$ cat src/rtl/unary_stream_encoder.sv
// -----------------------------------------------------------------------------
// unary_stream_encoder
//
// Turns a binary magnitude into an evenly spread unary bitstream of exactly
// INPUT_WIDTH bits. A Bresenham-style error accumulator places the ones so that
// every prefix of the stream is the closest integer approximation of the final
// ratio value/INPUT_WIDTH. Online consumers therefore get tight early bounds.
//
// Ports:
//   clk       in   rising-edge clock
//   reset     in   asynchronous, active-low reset
//   in_valid  in   value is presented for loading
//   value     in   number of ones to emit (clamped to INPUT_WIDTH)
//   in_ready  out  high only while idle; load on in_valid && in_ready
//   hold      in   pauses emission while high (ignored when idle)
//   y         out  current stream bit, 0 whenever valid is 0
//   valid     out  y carries a stream bit this cycle
//   done      out  one-cycle pulse together with the last bit
//   busy      out  high while a stream is running
// -----------------------------------------------------------------------------
module unary_stream_encoder #(
    parameter int INPUT_WIDTH = 32,
    parameter int COUNT_WIDTH = $clog2(INPUT_WIDTH + 1)
) (
    input  logic                   clk,
    input  logic                   reset,
    input  logic                   in_valid,
    input  logic [COUNT_WIDTH-1:0] value,
    output logic                   in_ready,
    input  logic                   hold,
    output logic                   y,
    output logic                   valid,
    output logic                   done,
    output logic                   busy
);

    typedef enum logic {
        IDLE = 1'b0,
        RUN  = 1'b1
    } state_t;

    // Constants sized to the datapaths they are compared against.
    localparam logic [COUNT_WIDTH-1:0] V_MAX     = COUNT_WIDTH'(INPUT_WIDTH);
    localparam logic [COUNT_WIDTH-1:0] LAST_BIT  = COUNT_WIDTH'(INPUT_WIDTH - 1);
    localparam logic [COUNT_WIDTH:0]   FULL      = (COUNT_WIDTH + 1)'(INPUT_WIDTH);
    localparam logic [COUNT_WIDTH:0]   ACC_START = (COUNT_WIDTH + 1)'(INPUT_WIDTH / 2);

    state_t                 state_q,     state_d;
    logic [COUNT_WIDTH-1:0] v_reg_q,     v_reg_d;
    logic [COUNT_WIDTH:0]   acc_q,       acc_d;
    logic [COUNT_WIDTH-1:0] bit_count_q, bit_count_d;
    logic                   y_q,         y_d;
    logic                   valid_q,     valid_d;
    logic                   done_q,      done_d;
    logic                   busy_q,      busy_d;
    logic                   in_ready_q,  in_ready_d;

    // acc stays below INPUT_WIDTH and v_reg is at most INPUT_WIDTH, so the sum
    // is below 2*INPUT_WIDTH and fits in COUNT_WIDTH+1 bits.
    logic [COUNT_WIDTH:0]   sum;

    always_comb begin
        state_d     = state_q;
        v_reg_d     = v_reg_q;
        acc_d       = acc_q;
        bit_count_d = bit_count_q;
        y_d         = 1'b0;
        valid_d     = 1'b0;
        done_d      = 1'b0;
        sum         = acc_q + {1'b0, v_reg_q};

        case (state_q)
            IDLE: begin
                if (in_valid) begin
                    v_reg_d     = (value > V_MAX) ? V_MAX : value;
                    // Starting at half scale centres the rounding of every prefix.
                    acc_d       = ACC_START;
                    bit_count_d = '0;
                    state_d     = RUN;
                end
            end
            RUN: begin
                // While held, the accumulator and count are frozen so the
                // stream resumes exactly where it paused.
                if (!hold) begin
                    if (sum >= FULL) begin
                        y_d   = 1'b1;
                        acc_d = sum - FULL;
                    end else begin
                        y_d   = 1'b0;
                        acc_d = sum;
                    end
                    valid_d     = 1'b1;
                    bit_count_d = bit_count_q + 1'b1;
                    if (bit_count_q == LAST_BIT) begin
                        done_d  = 1'b1;
                        state_d = IDLE;
                    end
                end
            end
            default: state_d = IDLE;
        endcase

        // Handshake/status outputs follow the next state so they change on
        // the same edge as the transition.
        in_ready_d = (state_d == IDLE);
        busy_d     = (state_d == RUN);
    end

    always_ff @(posedge clk or negedge reset) begin
        if (!reset) begin
            state_q     <= IDLE;
            v_reg_q     <= '0;
            acc_q       <= '0;
            bit_count_q <= '0;
            y_q         <= 1'b0;
            valid_q     <= 1'b0;
            done_q      <= 1'b0;
            busy_q      <= 1'b0;
            in_ready_q  <= 1'b1;
        end else begin
            state_q     <= state_d;
            v_reg_q     <= v_reg_d;
            acc_q       <= acc_d;
            bit_count_q <= bit_count_d;
            y_q         <= y_d;
            valid_q     <= valid_d;
            done_q      <= done_d;
            busy_q      <= busy_d;
            in_ready_q  <= in_ready_d;
        end
    end

    assign y        = y_q;
    assign valid    = valid_q;
    assign done     = done_q;
    assign busy     = busy_q;
    assign in_ready = in_ready_q;

endmodule

$ cat config.mk
export PLATFORM = sky130hd
export DESIGN_NAME = unary_stream_encoder
export DESIGN_NICKNAME = d
export VERILOG_FILES = /design/src/rtl/unary_stream_encoder.sv
export SDC_FILE = /design/constraint.sdc
export NUM_CORES = 1
export LEC_CHECK = 0
export ABC_AREA = 1
export CORE_MARGIN = 3
export CORE_UTILIZATION = 49
export DETAILED_ROUTE_END_ITERATION = 6
export GPL_ROUTABILITY_DRIVEN = 0
export GPL_TIMING_DRIVEN = 1
export PLACE_DENSITY = 0.78
export SLEW_MARGIN = 0
export SYNTH_ARGS = -nofsm -noshare
export SYNTH_HDL_FRONTEND = slang
export SYNTH_SLANG_ARGS = --single-unit
$ cat constraint.sdc
create_clock -name clk -period 2 [get_ports clk]
set_input_delay 0.3 -clock clk [delete_from_list [all_inputs] [get_ports clk]]
set_output_delay 0.3 -clock clk [all_outputs]
set_load 0.02 [all_outputs]
==> qor.yml <==
run_status: "complete, no violations"
cts_buffers: 3
antenna_found_initial: 0
p_comb_share_pct: 64.6
cts_tree: "built"
wl_per_cell_um: 13.66
rows: 18
post-route-period-util_pct: 97.09
clkPwrFrac_pct: 6.9
swShare_pct: 45.71
initial_core_util_pct: 52.75
layout_commonest_cell: "nand2_1"
syn_nets: 182
r2r_end: "acc_q[6]"
die_h_um: 58.35
ys_ff_latch: 24
path_clk_slew_ps: 130
setup_viol: 0
timing.rr.start: "v_reg_q[0]"
critPathMaxFanout: 4
slew_violations: 0
syn_area_mm2: 0.001343
dieArea_mm2: 0.003404
fmax_ghz: 0.5150
place_worst_setup_slack_ps: -43.90
synth_area_leaders: "dfrtp_1 (43%), nand2_1 (12%), ha_1 (7.5%)"
yosysSeqAreaShare_pct: 44.83
netSwitchingPower_mw: 1.437
via_per_inst: 5.386
dp.cells: 212
synth_cell_type_count: 24
num_vias: 1201
max-clock-path-buffers: 2
period_needed_ps: 1942
wirelength_um: 3047
grt.overflow.total: 0
synth.top_cell.area_share_pct: 42.87
hold_violations: 0
multi_input_area_um2: 750.7
nFillCells: 198
cp.arrival_ps: 2160
grt_pass1_vias: 1136
diodes: 0
finClkSkew_ps: 7.430
maxCapViolations: 0
p_leak_nw: 0.8850
endpoint_kind: "flop"
syn2layout_area_growth_pct: 30.29
drive_gt1_share_pct: 25.39
worstPathRequired_ps: 2220
critPathLaunchType: "flop"
drc_errors: 0
place_area_mm2: 0.001558
mostFrequentLayoutCells: "nand2_1 (36), inv_1 (23), dfrtp_1 (22), clkdlybuf4s50_1 (14), buf_4 (12)"
rsz0062_at_grt: "yes"
antenna_left: 0
clock_sinks: 24
cts_hold_repair.buffers: 0
relSlewSlack_pct: 75.22
core_area_mm2: 0.002545
grt.total_usage_pct: 18.78
htreeDepth: 1
nNetsFinal: 213
clk_latency_ps: 310
worstSetupPathType: "reg2reg"
grt_max_degree: 25
seq_power_share_pct: 28.6
drt_iter0_drc: 42
final_cell_area_mm2: 0.001749
grt_pass1_wl_um: 4878
io_pins: 15
worstMarginPinSlew_ps: 367.7
avgSynthCellArea_um2: 8.236
synth_cells: 163
drt-pass1-iter-count: 4
cts_root_buf: "clkbuf_4"
min_path_type: "in2async"
reg2reg_depth: 11
fin_util_pct: 68.73
synth_top_area_cell: "dfrtp_1"
internal-power_mw: 1.706
r2r_slack_ps: 60
die_w_um: 58.35
setup_ws_ps: 58.20
fin_cells: 223
vdd_drop_max_uv: 1096
yosys_warnings: 0
hpwl_um: 2099
pwr_density_cell_mw_per_mm2: 1797
seq_area_um2: 603.1
portBuffers: 14
total_power_mw: 3.143
[power groups by stage]
stage / logic (mW) / clock network, mW / registers (mW)
after global routing: 2.31 / 0.253 / 0.928
after detailed placement: 1.63 / 0 / 0.864
after floorplan: 1.19 / 0 / 0.869
after CTS: 1.67 / 0.221 / 0.855
after global placement: 1.57 / 0 / 0.853
final: 2.03 / 0.216 / 0.898
[final cells by class]
class | instances | area share [%]
Clock buffer | 4 | 1.502
Sequential cell | 24 | 34.48
Tap cell | 30 | 2.146
Timing Repair Buffer | 26 | 13.16
Inverter | 27 | 5.794
Multi-Input combinational cell | 112 | 42.92
[registers in the layout, summed over array words and instances, names as in the netlist]
signal       flops
busy             1
in_ready         1
y                1
bit_count_q      6
valid            1
done             1
acc_q            7
v_reg_q          6
[Yosys cell counts]
cell,count
o22ai_1,1
o2bb2ai_1,1
dfrtp_1,23
nor2_4,1
nand2_2,3
nand3_2,4
o21ai_0,1
fa_1,1
nand2_1,42
ha_1,8
nor4_1,2
dfstp_2,1
o21ai_1,7
nand4_1,4
a22o_1,3
nand3_1,12
nor2_1,11
or2_0,1
xor2_1,1
nor3_1,1
inv_1,24
inv_2,3
o41ai_2,1
a21oi_1,7
[kinds of logic (layout without fill, tap and decap cells)]
logic type | Yosys count | count (layout) | synth area share (%)
DFF | 24 | 24 | 44.83
and+or+nand+nor | 81 | 81 | 28.15
buffers and inverters | 27 | 57 | 7.549
xor gates and xnor gates | 1 | 1 | 0.6525
AOI/OAI and AO/OA | 21 | 21 | 9.879
adders and majority gates | 9 | 9 | 8.947
[layer usage]
layer / global-route usage (%) / wire, µm / vias to the layer above
met5: 0 / 0 / -
met4: 6.291 / 36 / 0
met3: 2.851 / 84 / 5
met2: 31.26 / 1524 / 25
met1: 25.07 / 1402 / 579
li1: - / - / 592
[how the worst max path moves through the flow]
stage / startpoint / endpoint
5_1_grt: acc_q[0] / acc_q[6]
2_1_floorplan: v_reg_q[0] / acc_q[6]
6_report: v_reg_q[0] / acc_q[6]
4_1_cts: v_reg_q[1] / acc_q[6]
3_5_place_dp: v_reg_q[0] / acc_q[5]
3_3_place_gp: v_reg_q[0] / acc_q[5]
[worst max-delay path: stages (launching register included)]
cell and delay (ps):
dfrtp_1 410, ha_2 200, fa_2 400, nand2_2 80, nand4_1 150, nand2_2 130, ha_4 150, nand3_2 110
nand3_2 90, nand2_1 40, nand2_1 50, nand2_1 50
[metrics by stage]
stage	hold WS [ps]	setup TNS [ps]
after floorplan	4.409	0
after global placement	466.3	0
after detailed placement	466.2	-57.61
after CTS	329.3	0
after global routing	316.1	-117.8
final	318.8	0
[repair_timing]
item                       in CTS  in global routing
gates resized for setup         2                 22
buffers inserted                1                  6
pin swaps                       0                  8
setup endpoints to repair       2                  3
Note: power is estimated with default switching activity, not from simulation.
